==> src/rtl/lsu_pkg.sv <==
// Shared encodings for the load/store unit: access sizes, FSM states and lane-select width.
package lsu_pkg;

  localparam logic [1:0] SZ_BYTE = 2'b00;
  localparam logic [1:0] SZ_HALF = 2'b01;
  localparam logic [1:0] SZ_WORD = 2'b10;

  // Byte offset within a word selects one of four lanes.
  localparam int LANE_W = 2;

  typedef enum logic [2:0] {
    ST_IDLE,
    ST_ACCESS,
    ST_RMW_RD,
    ST_RMW_WR,
    ST_FIN
  } state_e;

endpackage

==> src/rtl/lsu_lane_mux.sv <==
// Little-endian lane steering: extracts and extends sub-word loads, and merges
// sub-word store data into an existing word. Purely combinational.
module lsu_lane_mux
  import lsu_pkg::*;
#(
  parameter int WL = 32
) (
  input  logic [WL-1:0]     word_i,
  input  logic [WL-1:0]     data_i,
  input  logic [LANE_W-1:0] off_i,
  input  logic [1:0]        size_i,
  input  logic              sext_i,
  output logic [WL-1:0]     load_o,
  output logic [WL-1:0]     merge_o
);

  logic [LANE_W+2:0] sh;
  logic [7:0]        lane_b;
  logic [15:0]       lane_h;
  logic [WL-1:0]     mask;
  logic [WL-1:0]     data_sh;

  assign sh = {off_i, 3'b000};

  always_comb begin
    lane_b  = 8'(word_i >> sh);
    lane_h  = 16'(word_i >> sh);
    load_o  = word_i;
    mask    = '1;
    case (size_i)
      SZ_BYTE: begin
        load_o = sext_i ? {{(WL-8){lane_b[7]}}, lane_b} : {{(WL-8){1'b0}}, lane_b};
        mask   = WL'(8'hFF) << sh;
      end
      SZ_HALF: begin
        load_o = sext_i ? {{(WL-16){lane_h[15]}}, lane_h} : {{(WL-16){1'b0}}, lane_h};
        mask   = WL'(16'hFFFF) << sh;
      end
      default: ;
    endcase
    // A full-word mask makes the merge degenerate to a plain word write.
    data_sh = data_i << sh;
    merge_o = (word_i & ~mask) | (data_sh & mask);
  end

endmodule

==> src/rtl/lsu_mem_ctrl.sv <==
// Load/store initiator for a word-addressed memory; sub-word stores use read-modify-write.
// Holds busy until FIN; done (with err on rejected requests) pulses for one cycle.
module lsu_mem_ctrl
  import lsu_pkg::*;
#(
  parameter int WL    = 32,
  parameter int DEPTH = 65
) (
  input  logic          CLK,
  input  logic          RST,
  input  logic          req,
  input  logic          we,
  input  logic [1:0]    size,
  input  logic          sign_ext,
  input  logic [WL-1:0] core_addr,
  input  logic [WL-1:0] core_wdata,
  output logic          busy,
  output logic          done,
  output logic          err,
  output logic [WL-1:0] core_rdata,
  output logic [WL-1:0] mem_addr,
  output logic          write_EN,
  output logic [WL-1:0] writeData,
  input  logic [WL-1:0] readData
);

  state_e              state_q, state_d;
  logic                op_we_q, op_we_d;
  logic                op_sext_q, op_sext_d;
  logic [1:0]          op_size_q, op_size_d;
  logic [LANE_W-1:0]   op_off_q, op_off_d;
  logic [WL-1:0]       op_wdata_q, op_wdata_d;
  logic                busy_q, busy_d;
  logic                done_q, done_d;
  logic                err_q, err_d;
  logic                wen_q, wen_d;
  logic [WL-1:0]       rdata_q, rdata_d;
  logic [WL-1:0]       maddr_q, maddr_d;
  logic [WL-1:0]       wdat_q, wdat_d;

  logic [WL-1:0]       word_idx;
  logic [WL-1:0]       load_val;
  logic [WL-1:0]       merge_val;
  logic                req_bad;

  assign word_idx = {2'b00, core_addr[WL-1:2]};
  assign req_bad  = (size == 2'b11)
                 || (size == SZ_HALF && core_addr[0])
                 || (size == SZ_WORD && core_addr[1:0] != 2'b00)
                 || (word_idx >= WL'(DEPTH));

  // Both load extraction (ACCESS) and store merge (RMW_RD) read the same memory word.
  lsu_lane_mux #(.WL(WL)) u_lane (
    .word_i  (readData),
    .data_i  (op_wdata_q),
    .off_i   (op_off_q),
    .size_i  (op_size_q),
    .sext_i  (op_sext_q),
    .load_o  (load_val),
    .merge_o (merge_val)
  );

  always_comb begin
    state_d    = state_q;
    op_we_d    = op_we_q;
    op_sext_d  = op_sext_q;
    op_size_d  = op_size_q;
    op_off_d   = op_off_q;
    op_wdata_d = op_wdata_q;
    done_d     = 1'b0;
    err_d      = 1'b0;
    wen_d      = 1'b0;
    rdata_d    = rdata_q;
    maddr_d    = maddr_q;
    wdat_d     = wdat_q;
    case (state_q)
      ST_IDLE: begin
        if (req) begin
          op_we_d    = we;
          op_sext_d  = sign_ext;
          op_size_d  = size;
          op_off_d   = core_addr[LANE_W-1:0];
          op_wdata_d = core_wdata;
          maddr_d    = word_idx;
          if (req_bad) begin
            state_d = ST_FIN;
            done_d  = 1'b1;
            err_d   = 1'b1;
          end else if (!we || size == SZ_WORD) begin
            state_d = ST_ACCESS;
            if (we) begin
              wen_d  = 1'b1;
              wdat_d = core_wdata;
            end
          end else begin
            state_d = ST_RMW_RD;
          end
        end
      end
      ST_ACCESS: begin
        if (!op_we_q) rdata_d = load_val;
        state_d = ST_FIN;
        done_d  = 1'b1;
      end
      ST_RMW_RD: begin
        wdat_d  = merge_val;
        wen_d   = 1'b1;
        state_d = ST_RMW_WR;
      end
      ST_RMW_WR: begin
        state_d = ST_FIN;
        done_d  = 1'b1;
      end
      ST_FIN:  state_d = ST_IDLE;
      default: state_d = ST_IDLE;
    endcase
    busy_d = (state_d != ST_IDLE);
  end

  always_ff @(posedge CLK or posedge RST) begin
    if (RST) begin
      state_q    <= ST_IDLE;
      op_we_q    <= 1'b0;
      op_sext_q  <= 1'b0;
      op_size_q  <= SZ_BYTE;
      op_off_q   <= '0;
      op_wdata_q <= '0;
      busy_q     <= 1'b0;
      done_q     <= 1'b0;
      err_q      <= 1'b0;
      wen_q      <= 1'b0;
      rdata_q    <= '0;
      maddr_q    <= '0;
      wdat_q     <= '0;
    end else begin
      state_q    <= state_d;
      op_we_q    <= op_we_d;
      op_sext_q  <= op_sext_d;
      op_size_q  <= op_size_d;
      op_off_q   <= op_off_d;
      op_wdata_q <= op_wdata_d;
      busy_q     <= busy_d;
      done_q     <= done_d;
      err_q      <= err_d;
      wen_q      <= wen_d;
      rdata_q    <= rdata_d;
      maddr_q    <= maddr_d;
      wdat_q     <= wdat_d;
    end
  end

  assign busy       = busy_q;
  assign done       = done_q;
  assign err        = err_q;
  assign write_EN   = wen_q;
  assign core_rdata = rdata_q;
  assign mem_addr   = maddr_q;
  assign writeData  = wdat_q;

endmodule

==> config.mk <==
export PLATFORM = sky130hd
export DESIGN_NAME = lsu_mem_ctrl
export DESIGN_NICKNAME = d
export VERILOG_FILES = /design/src/rtl/lsu_pkg.sv /design/src/rtl/lsu_lane_mux.sv /design/src/rtl/lsu_mem_ctrl.sv
export SDC_FILE = /design/constraint.sdc
export NUM_CORES = 1
export LEC_CHECK = 0
export ABC_AREA = 0
export CAP_MARGIN = 40
export CORE_MARGIN = 2
export CORE_UTILIZATION = 48
export DETAILED_ROUTE_END_ITERATION = 12
export GPL_ROUTABILITY_DRIVEN = 0
export PLACE_DENSITY = 0.81
export SLEW_MARGIN = 20
export SYNTH_ARGS = -nofsm -noshare
export SYNTH_HDL_FRONTEND = slang
export SYNTH_SLANG_ARGS = --single-unit
==> constraint.sdc <==
create_clock -name CLK -period 6.3 [get_ports CLK]
set_clock_uncertainty 0.2 [all_clocks]
set_input_delay 1.89 -clock CLK [delete_from_list [all_inputs] [get_ports CLK]]
set_output_delay 1.89 -clock CLK [all_outputs]
set_load 0.005 [all_outputs]
==> impl_table.tex, run 1 <==
\begin{tabular}{lr}
\hline
Metric & Value \\
\hline
\multicolumn{2}{l}{\textbf{Critical path}} \\
Capturing element type of the critical path & flop \\
Chain of cells forming the critical path & clkdlybuf4s50\_1 > or4\_1 > o31a\_1 > nor3\_4 > a21oi\_4 > buf\_16 > mux2\_2 \\
Highest cell delay on the worst timing path & 0.53 ns \\
CP required & 6.40 ns \\
Largest fanout of any net on the critical path & 20 \\
Critical-path cell with the highest stage delay & or4\_1 \\
Data arrival time at the worst-slack endpoint & 4.13 ns \\
Depth of the worst register-to-register path & 6 \\
Startpoint type of the worst setup path & primary input \\
Category of the most critical setup path & in2reg \\
\multicolumn{2}{l}{\textbf{Floorplan}} \\
Starting density of the core & 0.492 \\
Die Height & 123 um \\
Top-level I/O count & 203 \\
Placeable core region & 13,900 um\^{}2 \\
\# rows & 43 \\
Overall die area & 15,200 um\^{}2 \\
Die outline width & 123 um \\
\multicolumn{2}{l}{\textbf{Placed design}} \\
Port Buffer Count & 200 \\
Post-place instance area & 9040 um\^{}2 \\
Post-DP HPWL & 14.9 mm \\
\multicolumn{2}{l}{\textbf{Run status}} \\
Status & finished clean \\
\multicolumn{2}{l}{\textbf{Timing}} \\
Hold violation total from the final report & 0 \\
Post-route minimum period & 4.03 ns \\
Slew HR & 0.499 \\
RSZ-0062 raised after global routing & no \\
Tightest Pin Transition & 0.752 ns \\
Number of setup violations in the final report & 0 \\
Fin Setup TNS & 0 ns \\
Slew Limit Fails & 0 \\
F\_max & 248 MHz \\
Final critical-path share of the clock period & 0.640 \\
\multicolumn{2}{l}{\textbf{Clock tree}} \\
Clock-pin slew reported for the worst setup and hold paths after clock tree synthesis & 0.06 ns \\
Post-CTS Hold Buffers & 0 \\
Clock Tree Root & clkbuf\_16 \\
TritonCTS clock tree & built \\
Post-cts repair resize count & 0 \\
Number of H-tree branching levels & 4 \\
Insertion delay to the later sink of the worst-skew pair & 0.42 ns \\
CTS buffer count & 17 \\
Number of sinks handled by clock tree synthesis & 139 \\
Count of buffers added by post-CTS timing repair for setup & 0 \\
Buffer depth of the longest clock path & 2 \\
\multicolumn{2}{l}{\textbf{Logic synthesis}} \\
Combinational family with the most area after synthesis & multiplexers \\
Combined area of all synthesized cells & 6850 um\^{}2 \\
Leading cell type by number of instances after synthesis & dfrtp\_1 \\
Distinct cell type count of the synthesized netlist & 39 \\
Per-instance average area after synthesis & 10.5 um\^{}2 \\
List of most frequent post-synthesis cells & 139 x dfrtp\_1, 107 x mux2\_2, 82 x nand2\_1 \\
Number of synthesized register bits & 139 \\
Share of synthesized registers carrying an async set or reset & 1.00 \\
Xor/xnor share of the synthesized area & 0 \\
Number of instances in the synthesized netlist & 653 \\
EDFF count, synth & 0 \\
Mux share of post-synthesis cell area & 0.219 \\
Adder and majority cell fraction of the synthesized area & 0 \\
Top FF cell, synth & dfrtp\_1 \\
Share of the yosys chip area belonging to registers & 0.508 \\
Leading cell types by total area after synthesis & dfrtp\_1 51\%, mux2\_2 18\%, nand2\_1 4.5\% \\
Synth Warn \# & 0 \\
Area share of the largest cell type after synthesis & 0.508 \\
Simple-gate share of the synthesized area & 0.128 \\
Synth Area in Compound Gates & 0.113 \\
Dominant cell type by area after synthesis & dfrtp\_1 \\
\multicolumn{2}{l}{\textbf{Detailed routing}} \\
Antenna Nets Post-Route & 0 \\
Via density per instance & 5.76 \\
Number of optimization iterations in the first detailed-route pass & 6 \\
Initial DRC count & 552 \\
Post-detailed-routing wire length & 20.4 mm \\
Total DRC errors in the routed layout & 0 \\
Total number of vias & 5,961 \\
Wire length per cell after detailed routing & 19.7 um \\
\multicolumn{2}{l}{\textbf{GRT}} \\
Aggregate global-route resource usage & 0.275 \\
Layer with the highest usage & met2 \\
Grt met1 use & 0.342 \\
Total global routing overflow & 0 \\
Largest net degree at the start of global routing & 80 \\
Met2 layer usage reported by global route & 0.450 \\
Number of antenna violations at the first check in global routing & 0 \\
Met3 track demand over resource in global routing & 0.0803 \\
First-pass GRT wire length & 31.3 mm \\
Vias in the first global route & 5,947 \\
\multicolumn{2}{l}{\textbf{Power and ir drop}} \\
Pwr/cell area & 266 nW/um\^{}2 \\
Peak supply drop & 0.232 mV \\
Static leakage & 4.17 nW \\
\multicolumn{2}{l}{\textbf{Layout}} \\
Number of fillers in the final layout & 1,040 \\
Count of nets after finishing & 944 \\
Multi-input gate area & 3170 um\^{}2 \\
Share of layout cells above drive strength 1 & 0.191 \\
Final instance area & 9680 um\^{}2 \\
Storage cell area & 3480 um\^{}2 \\
Layout Area Growth over Synthesis & 41.3\% \\
Antenna diode count & 0 \\
\multicolumn{2}{l}{\textbf{Hold path}} \\
Hold-critical path depth & 1 \\
Worst hold path class & reg2reg \\
\multicolumn{2}{l}{\textbf{Job}} \\
Total of max-cap violations & 0 \\
\hline
\end{tabular}
==> state kept, by name, indices dropped and copies added (netlist names), 2 cells and up <==
signal / cells
core_rdata: 32
mem_addr: 30
op_off_q: 2
op_size_q: 2
op_wdata_q: 32
state_q: 3
writeData: 32
==> per-layer routing <==
layer / part of all wire / wire [um] / vias up
li1: - / - / 2699
met1: 0.39 / 7870 / 2888
met2: 0.48 / 9840 / 320
met3: 0.098 / 2000 / 54
met4: 0.032 / 646 / 0
met5: 0 / 0 / -
==> cells by family after synthesis <==
logic type | after synthesis
buffers and inverters | 50
multiplexers | 135
AND/OR/NAND/NOR | 196
other | 1
AO/OA/AOI/OAI | 132
flip-flops | 139
==> placed cells by master (no fill, tap or decap), drive strengths merged, types with 2 or more instances in the layout <==
cell type,netlist,routed
clkdlybuf4s50,0,200
dfrtp,139,139
mux2,107,107
nand2,82,82
o21ai,50,50
nor2,47,47
a21oi,36,36
nand3,33,33
mux2i,27,27
clkbuf,32,21
buf,14,14
o211ai,9,9
a211oi,9,9
nor3b,8,8
a31oi,7,7
o22ai,7,7
a22oi,7,7
nor3,6,6
clkinv,1,6
nand2b,5,5
nor4,5,5
nor2b,3,3
or2,3,3
clkinvlp,0,3
bufinv,0,3
inv,3,3
a211o,2,2
a21o,2,2
conb,1,2
==> final cells by class <==
class	instances	area share
Clock inverter	11	0.0146
Multi-Input combinational cell	465	0.328
Sequential cell	139	0.359
Inverter	4	0.00207
Clock buffer	21	0.0496
Tap cell	180	0.0233
Timing Repair Buffer	214	0.224
==> critical path, delay by kind of cell <==
kind / cells / cell delay, ns
and+or+nand+nor: 2 / 0.79
buffers and inverters: 2 / 0.65
AOI/OAI and AO/OA: 2 / 0.51
muxes: 1 / 0.28
==> power by group <==
| part | internal [mW] | switching (mW) | leakage [nW] |
|---|---|---|---|
| sequential | 0.962 | 0.0590 | 1.64 |
| combinational | 0.266 | 0.239 | 2.23 |
| clock | 0.662 | 0.384 | 0.301 |
| total | 1.89 | 0.682 | 4.17 |
==> final timing paths <==
path                                      to         start  slack, ns
min in group asynchronous         state_q[0]           RST       1.62
max in group asynchronous        mem_addr[8]           RST       3.57
worst max-delay path            writeData[5]  core_addr[2]       2.27
worst min-delay path                    busy    state_q[2]       0.27
worst max register to register  writeData[9]   op_off_q[1]       3.05
worst min register to register          busy    state_q[2]       0.27
==> per-stage QoR <==
stage / cells / total power [mW] / setup slack (ns) / hold WS (ns) / util
3_5_place_dp: 1001 / 1.53 / 1.82 / 0.259 / 0.649
3_3_place_gp: 997 / 1.51 / 1.90 / 0.240 / 0.644
4_1_cts: 1033 / 2.58 / 2.25 / 0.260 / 0.694
5_1_grt: 1034 / 2.68 / 2.20 / 0.274 / 0.695
2_1_floorplan: 654 / 1.30 / 0.485 / 0.218 / -
6_report: 1034 / 2.57 / 2.27 / 0.266 / 0.695
No activity file was read; power rests on OpenSTA's default activity.
==> inputs of run 2 (changes only) <==
- clock period: 6.3 -> 4 ns (I/O delays scaled with it)
==> impl_table.tex, run 2 (synthesis gave the netlist of run 1 again) <==
\begin{tabular}{lr}
\hline
Metric & Value \\
\hline
\multicolumn{2}{l}{\textbf{GRT}} \\
Met3 track demand over resource in global routing & 0.0747 (-0.00554) \\
Total global routing overflow & 0 (unchanged) \\
Grt met1 use & 0.334 (-0.00824) \\
Aggregate global-route resource usage & 0.268 (-0.00724) \\
Layer with the highest usage & met2 \\
Met2 layer usage reported by global route & 0.431 (-0.0182) \\
Vias in the first global route & 5,827 (-2.0\%) \\
Largest net degree at the start of global routing & 65 (-19\%) \\
First-pass GRT wire length & 30.6 mm (-2.2\%) \\
Number of antenna violations at the first check in global routing & 0 (unchanged) \\
\multicolumn{2}{l}{\textbf{Detailed routing}} \\
Post-detailed-routing wire length & 19.9 mm (-2.1\%) \\
Wire length per cell after detailed routing & 19.2 um (-2.3\%) \\
Number of optimization iterations in the first detailed-route pass & 5 (-1) \\
Initial DRC count & 508 (-8.0\%) \\
Total number of vias & 5,977 (+0.27\%) \\
Total DRC errors in the routed layout & 0 (unchanged) \\
Via density per instance & 5.77 (about the same) \\
Antenna Nets Post-Route & 0 (unchanged) \\
\multicolumn{2}{l}{\textbf{Floorplan}} \\
\# rows & 43 (unchanged) \\
Die outline width & 123 um (unchanged) \\
Starting density of the core & 0.492 (unchanged) \\
Placeable core region & 13,900 um\^{}2 (unchanged) \\
Overall die area & 15,200 um\^{}2 (unchanged) \\
Top-level I/O count & 203 (unchanged) \\
Die Height & 123 um (unchanged) \\
\multicolumn{2}{l}{\textbf{Critical path}} \\
Category of the most critical setup path & in2reg \\
Buffers plus inverters on the worst setup path & 2 (unchanged) \\
Capturing element type of the critical path & flop \\
CP required & 4.10 ns (-2.30 ns) \\
Highest cell delay on the worst timing path & 0.52 ns (about the same) \\
Data arrival time at the worst-slack endpoint & 3.45 ns (-0.68 ns) \\
Largest fanout of any net on the critical path & 20 (unchanged) \\
Crit Reg-Reg Startpoint & op\_off\_q[1] \\
Family of cells with the greatest summed delay on the critical path & simple AND/OR/NAND/NOR gates \\
Worst setup path start & core\_addr[2] \\
Chain of cells forming the critical path & clkdlybuf4s50\_1 > or4\_1 > o31a\_1 > nor3\_4 > a21oi\_4 > buf\_16 > mux2\_2 \\
Critical-path cell with the highest stage delay & or4\_1 \\
Startpoint type of the worst setup path & primary input \\
\multicolumn{2}{l}{\textbf{Layout}} \\
Fraction of the core area covered by cells at the end of the flow & 0.692 (-0.00269) \\
Number of fillers in the final layout & 1,019 (-2.0\%) \\
Storage cell area & 3480 um\^{}2 (unchanged) \\
Most frequent standard cell in the layout excluding fill and tap cells & clkdlybuf4s50\_1 \\
Antenna diode count & 0 (unchanged) \\
Highest-count cells in the layout ignoring fill and taps & 200 x clkdlybuf4s50\_1, 139 x dfrtp\_1, 107 x mux2\_2, 82 x nand2\_1, 50 x o21ai\_0 \\
Share of layout cells above drive strength 1 & 0.192 (+0.000722) \\
Count of nets after finishing & 946 (+0.21\%) \\
Multi-input gate area & 3170 um\^{}2 (unchanged) \\
Non-filler cells, final & 1,036 (+0.19\%) \\
Layout Area Growth over Synthesis & 40.8\% \\
\multicolumn{2}{l}{\textbf{Timing}} \\
Fin Setup TNS & 0 ns (unchanged) \\
Slew Limit Fails & 0 (unchanged) \\
F\_max & 298 MHz \\
Slew HR & 0.509 (+0.0104) \\
Tightest Pin Transition & 0.735 ns (-0.0173 ns) \\
Final critical-path share of the clock period & 0.838 \\
RSZ-0062 raised after global routing & no \\
Hold violation total from the final report & 0 (unchanged) \\
Number of setup violations in the final report & 0 (unchanged) \\
Post-route minimum period & 3.35 ns \\
\multicolumn{2}{l}{\textbf{Clock tree}} \\
Post-CTS Hold Buffers & 0 (unchanged) \\
Clock Tree Root & clkbuf\_16 \\
Count of buffers added by post-CTS timing repair for setup & 0 (unchanged) \\
Insertion delay to the later sink of the worst-skew pair & 0.42 ns (about the same) \\
Number of sinks handled by clock tree synthesis & 139 (unchanged) \\
Clock-pin slew reported for the worst setup and hold paths after clock tree synthesis & 0.06 ns (about the same) \\
CTS buffer count & 17 (unchanged) \\
TritonCTS clock tree & built \\
Number of H-tree branching levels & 4 (unchanged) \\
Buffer depth of the longest clock path & 2 (unchanged) \\
Post-cts repair resize count & 0 (unchanged) \\
\multicolumn{2}{l}{\textbf{Power and ir drop}} \\
Pwr/cell area & 403 nW/um\^{}2 (+52\%) \\
Static leakage & 4.16 nW (-0.21\%) \\
Peak supply drop & 0.257 mV (+11\%) \\
\multicolumn{2}{l}{\textbf{Hold path}} \\
Worst hold path class & reg2reg \\
Source of the worst hold timing path & state\_q[2] \\
\multicolumn{2}{l}{\textbf{Job}} \\
Total of max-cap violations & 0 (unchanged) \\
\multicolumn{2}{l}{\textbf{Run status}} \\
Status & finished clean \\
\multicolumn{2}{l}{\textbf{Placed design}} \\
Placed Cells & 1,004 (+0.30\%) \\
Port Buffer Count & 200 (unchanged) \\
Post-DP HPWL & 15.0 mm (+0.52\%) \\
\hline
\end{tabular}
[run 2: final timing paths]
path | endpoint | slack (ns) | cells past startpoint
worst max-delay path | writeData[17] | 0.65 | 7
worst min-delay path | busy | 0.25 | 1
worst max register to register | writeData[11] | 1.22 | 5
worst min register to register | busy | 0.25 | 1
max in group asynchronous | writeData[22] | 2.12 | 3
min in group asynchronous | writeData[5] | 0.84 | 2
[run 2: area by class of cell]
type,count,share of cell area
Multi-Input combinational cell,465,0.329
Inverter,4,0.00195
Tap cell,180,0.0233
Clock buffer,26,0.0559
Clock inverter,6,0.00337
Sequential cell,139,0.361
Timing Repair Buffer,216,0.226
[run 2: power by group]
| part | total (mW) | switching, mW | leakage [nW] | internal [mW] |
|---|---|---|---|---|
| Clock | 1.48 | 0.563 | 0.288 | 0.919 |
| Sequential | 1.62 | 0.100 | 1.64 | 1.52 |
| Combinational | 0.790 | 0.370 | 2.23 | 0.420 |
[run 2: metal layers]
layer / vias to the layer above / share of wire / wire (um)
met1: 2876 / 0.40 / 7870
met5: - / 0 / 0
met2: 334 / 0.47 / 9390
met3: 68 / 0.096 / 1910
li1: 2699 / - / -
met4: 0 / 0.038 / 758
[run 2: stage by stage]
step / area (um^2) / total power [mW] / worst slack, ns / hold WS (ns)
after floorplan: 6860 / 2.05 / 0.865 / 0.218
after global placement: 9020 / 2.39 / 0.276 / 0.225
after detailed placement: 9070 / 2.41 / 0.229 / 0.241
after CTS: 9650 / 3.90 / 0.626 / 0.251
after global routing: 9650 / 4.06 / 0.501 / 0.276
final: 9650 / 3.89 / 0.647 / 0.246
==> inputs of run 3 (changes only) <==
- CORE_UTILIZATION: 48 -> 43
- PLACE_DENSITY: 0.81 -> 0.77
- clock period: 4 -> 2.7 ns (I/O delays scaled with it)
==> impl_table.tex, run 3 (synthesis gave the netlist of run 1 again) <==
\begin{tabular}{lr}
\hline
Metric & Value \\
\hline
\multicolumn{2}{l}{\textbf{Floorplan}} \\
Starting density of the core & 0.436 (-0.0556) \\
Overall die area & 17,000 um\^{}2 (+11\%) \\
Die outline width & 130 um (+5.5\%) \\
\# rows & 46 (+7.0\%) \\
Placeable core region & 15,700 um\^{}2 (+13\%) \\
Top-level I/O count & 203 (unchanged) \\
Die Height & 130 um (+5.5\%) \\
\multicolumn{2}{l}{\textbf{Layout}} \\
Non-filler cells, final & 1,107 (+6.9\%) \\
Share of layout cells above drive strength 1 & 0.223 (+0.0318) \\
Number of fillers in the final layout & 1,230 (+21\%) \\
Antenna diode count & 0 (unchanged) \\
Layout Area Growth over Synthesis & 47.2\% \\
Most frequent standard cell in the layout excluding fill and tap cells & clkdlybuf4s50\_1 \\
Count of nets after finishing & 982 (+3.8\%) \\
Highest-count cells in the layout ignoring fill and taps & 194 x clkdlybuf4s50\_1, 139 x dfrtp\_1, 107 x mux2\_2, 82 x nand2\_1, 50 x o21ai\_0 \\
Final instance area & 10,100 um\^{}2 (+4.6\%) \\
\multicolumn{2}{l}{\textbf{Detailed routing}} \\
Total DRC errors in the routed layout & 0 (unchanged) \\
Total number of vias & 5,953 (-0.40\%) \\
Number of optimization iterations in the first detailed-route pass & 5 (unchanged) \\
Post-detailed-routing wire length & 21.1 mm (+5.9\%) \\
Initial DRC count & 372 (-27\%) \\
Wire length per cell after detailed routing & 19.1 um (-0.88\%) \\
Via density per instance & 5.38 (-6.8\%) \\
Antenna Nets Post-Route & 0 (unchanged) \\
\multicolumn{2}{l}{\textbf{Critical path}} \\
Worst setup path end & writeData[14] \\
Highest cell delay on the worst timing path & 0.42 ns (-0.10 ns) \\
Chain of cells forming the critical path & clkdlybuf4s50\_1 > nor4\_1 > nand4\_1 > nor3\_4 > a21oi\_4 > buf\_12 > clkbuf\_16 > mux2\_2 \\
Startpoint type of the worst setup path & primary input \\
Category of the most critical setup path & in2reg \\
Capturing element type of the critical path & flop \\
Critical-path cell with the highest stage delay & clkdlybuf4s50\_1 \\
Data arrival time at the worst-slack endpoint & 2.79 ns (-0.66 ns) \\
Family of cells with the greatest summed delay on the critical path & simple AND/OR/NAND/NOR gates \\
Largest fanout of any net on the critical path & 7 (-65\%) \\
Buffers plus inverters on the worst setup path & 3 (+1) \\
Slack of the worst reg-to-reg path & 0.20 ns (-1.02 ns) \\
Worst flop-to-flop path endpoint & writeData[15] \\
Crit Reg-Reg Startpoint & op\_off\_q[1] \\
Depth of the worst register-to-register path & 7 (+2) \\
Worst setup path start & core\_addr[24] \\
CP required & 2.81 ns (-1.29 ns) \\
Depth of the critical timing path with buffers and inverters included & 8 (+1) \\
\multicolumn{2}{l}{\textbf{Power and ir drop}} \\
Peak supply drop & 0.458 mV (+78\%) \\
PnR Total Power & 5.87 mW (+51\%) \\
Pwr/cell area & 582 nW/um\^{}2 (+44\%) \\
Static leakage & 4.42 nW (+6.2\%) \\
\multicolumn{2}{l}{\textbf{GRT}} \\
Largest net degree at the start of global routing & 42 (-35\%) \\
Vias in the first global route & 5,672 (-2.7\%) \\
Aggregate global-route resource usage & 0.248 (-0.0202) \\
First-pass GRT wire length & 31.5 mm (+2.7\%) \\
Total global routing overflow & 0 (unchanged) \\
Number of antenna violations at the first check in global routing & 0 (unchanged) \\
\multicolumn{2}{l}{\textbf{Run status}} \\
Status & finished clean \\
\multicolumn{2}{l}{\textbf{Placed design}} \\
Port Buffer Count & 200 (unchanged) \\
Post-DP HPWL & 15.6 mm (+4.0\%) \\
Placed Cells & 1,071 (+6.7\%) \\
Post-place instance area & 9390 um\^{}2 (+3.5\%) \\
\multicolumn{2}{l}{\textbf{Timing}} \\
Tightest Pin Transition & 0.556 ns (-0.178 ns) \\
Fin Setup TNS & 0 ns (unchanged) \\
Worst hold slack & 0.282 ns (+0.0361 ns) \\
Number of setup violations in the final report & 0 (unchanged) \\
Post-route minimum period & 2.68 ns \\
Slew HR & 0.627 (+0.118) \\
Hold violation total from the final report & 0 (unchanged) \\
F\_max & 373 MHz \\
Slew Limit Fails & 0 (unchanged) \\
Final critical-path share of the clock period & 0.993 \\
\multicolumn{2}{l}{\textbf{Clock tree}} \\
Buffer depth of the longest clock path & 2 (unchanged) \\
Clock Tree Root & clkbuf\_16 \\
TritonCTS clock tree & built \\
Post-CTS Hold Buffers & 0 (unchanged) \\
Clock-pin slew reported for the worst setup and hold paths after clock tree synthesis & 0.06 ns (about the same) \\
Number of H-tree branching levels & 4 (unchanged) \\
Insertion delay to the later sink of the worst-skew pair & 0.42 ns (about the same) \\
Number of sinks handled by clock tree synthesis & 139 (unchanged) \\
CTS buffer count & 17 (unchanged) \\
\multicolumn{2}{l}{\textbf{Job}} \\
Total of max-cap violations & 0 (unchanged) \\
\multicolumn{2}{l}{\textbf{Hold path}} \\
Worst hold path class & reg2reg \\
\hline
\end{tabular}
run 3: changes by cell type in the layout (fill, tap and decap cells not counted), moves of 3 or more:
| cell | delta |
|---|---|
| buf_4 | +28 |
| clkdlybuf4s50_1 | -6 |
| nor4_2 | +3 |
| nor4_1 | -3 |
| buf_12 | +7 |
| clkbuf_1 | +3 |
| clkbuf_8 | -5 |
| dlymetal6s2s_1 | +6 |
run 3: per-layer routing:
layer,vias up,global-route usage,share of wire,routed length [um]
met3,32,0.0435,0.055,1170
met1,2928,0.347,0.44,9190
met5,-,0,0,0
li1,2781,-,-,-
met4,0,0.0835,0.018,370
met2,212,0.393,0.49,10400
run 3: worst register-to-register path, cell delays in order (launching register included):
cell      delay (ns)
dfrtp_1         0.39
buf_4           0.39
clkinv_1        0.36
a21oi_2         0.21
buf_4           0.21
mux2i_1         0.20
o21ai_0         0.14
mux2_2          0.29
run 3: power breakdown:
part,internal [mW],total [mW],switching [mW],leakage (nW)
registers,2.25,2.37,0.120,1.64
logic,0.659,1.24,0.579,2.50
clock network,1.42,2.27,0.847,0.276
run 3: how the worst min path moves through the flow:
stage                              from             to  slack (ns)  cells after the start
after floorplan              state_q[2]           busy        0.22                      1
after global placement    core_rdata[2]  core_rdata[2]        0.26                      2
after detailed placement     state_q[2]           busy        0.26                      1
after CTS                    state_q[2]           busy        0.27                      1
after global routing         state_q[2]           busy        0.31                      1
final                     core_rdata[5]  core_rdata[5]        0.28                      2
run 3: repair_timing:
| item | CTS | global route |
|---|---|---|
| endpoints found under the setup margin | 0 | 32 |
| buffers inserted | 0 | 2 |
| gates resized for setup | 0 | 9 |
run 3: stage by stage:
step           utilization  setup slack, ns
2_1_floorplan            -          -0.0451
3_3_place_gp         0.598           -0.393
3_5_place_dp         0.598           -0.422
4_1_cts              0.634           0.0242
5_1_grt              0.642          -0.0197
6_report             0.642           0.0197
run 3: area by class of cell:
| cell class | count | area [um^2] | area share |
|---|---|---|---|
| Multi-Input combinational cell | 465 | 3190 | 0.317 |
| Inverter | 4 | 18.8 | 0.00186 |
| Sequential cell | 139 | 3480 | 0.345 |
| Tap cell | 216 | 270 | 0.0268 |
| Timing Repair Buffer | 252 | 2560 | 0.253 |
| Clock inverter | 7 | 90.1 | 0.00893 |
| Clock buffer | 24 | 482 | 0.0477 |
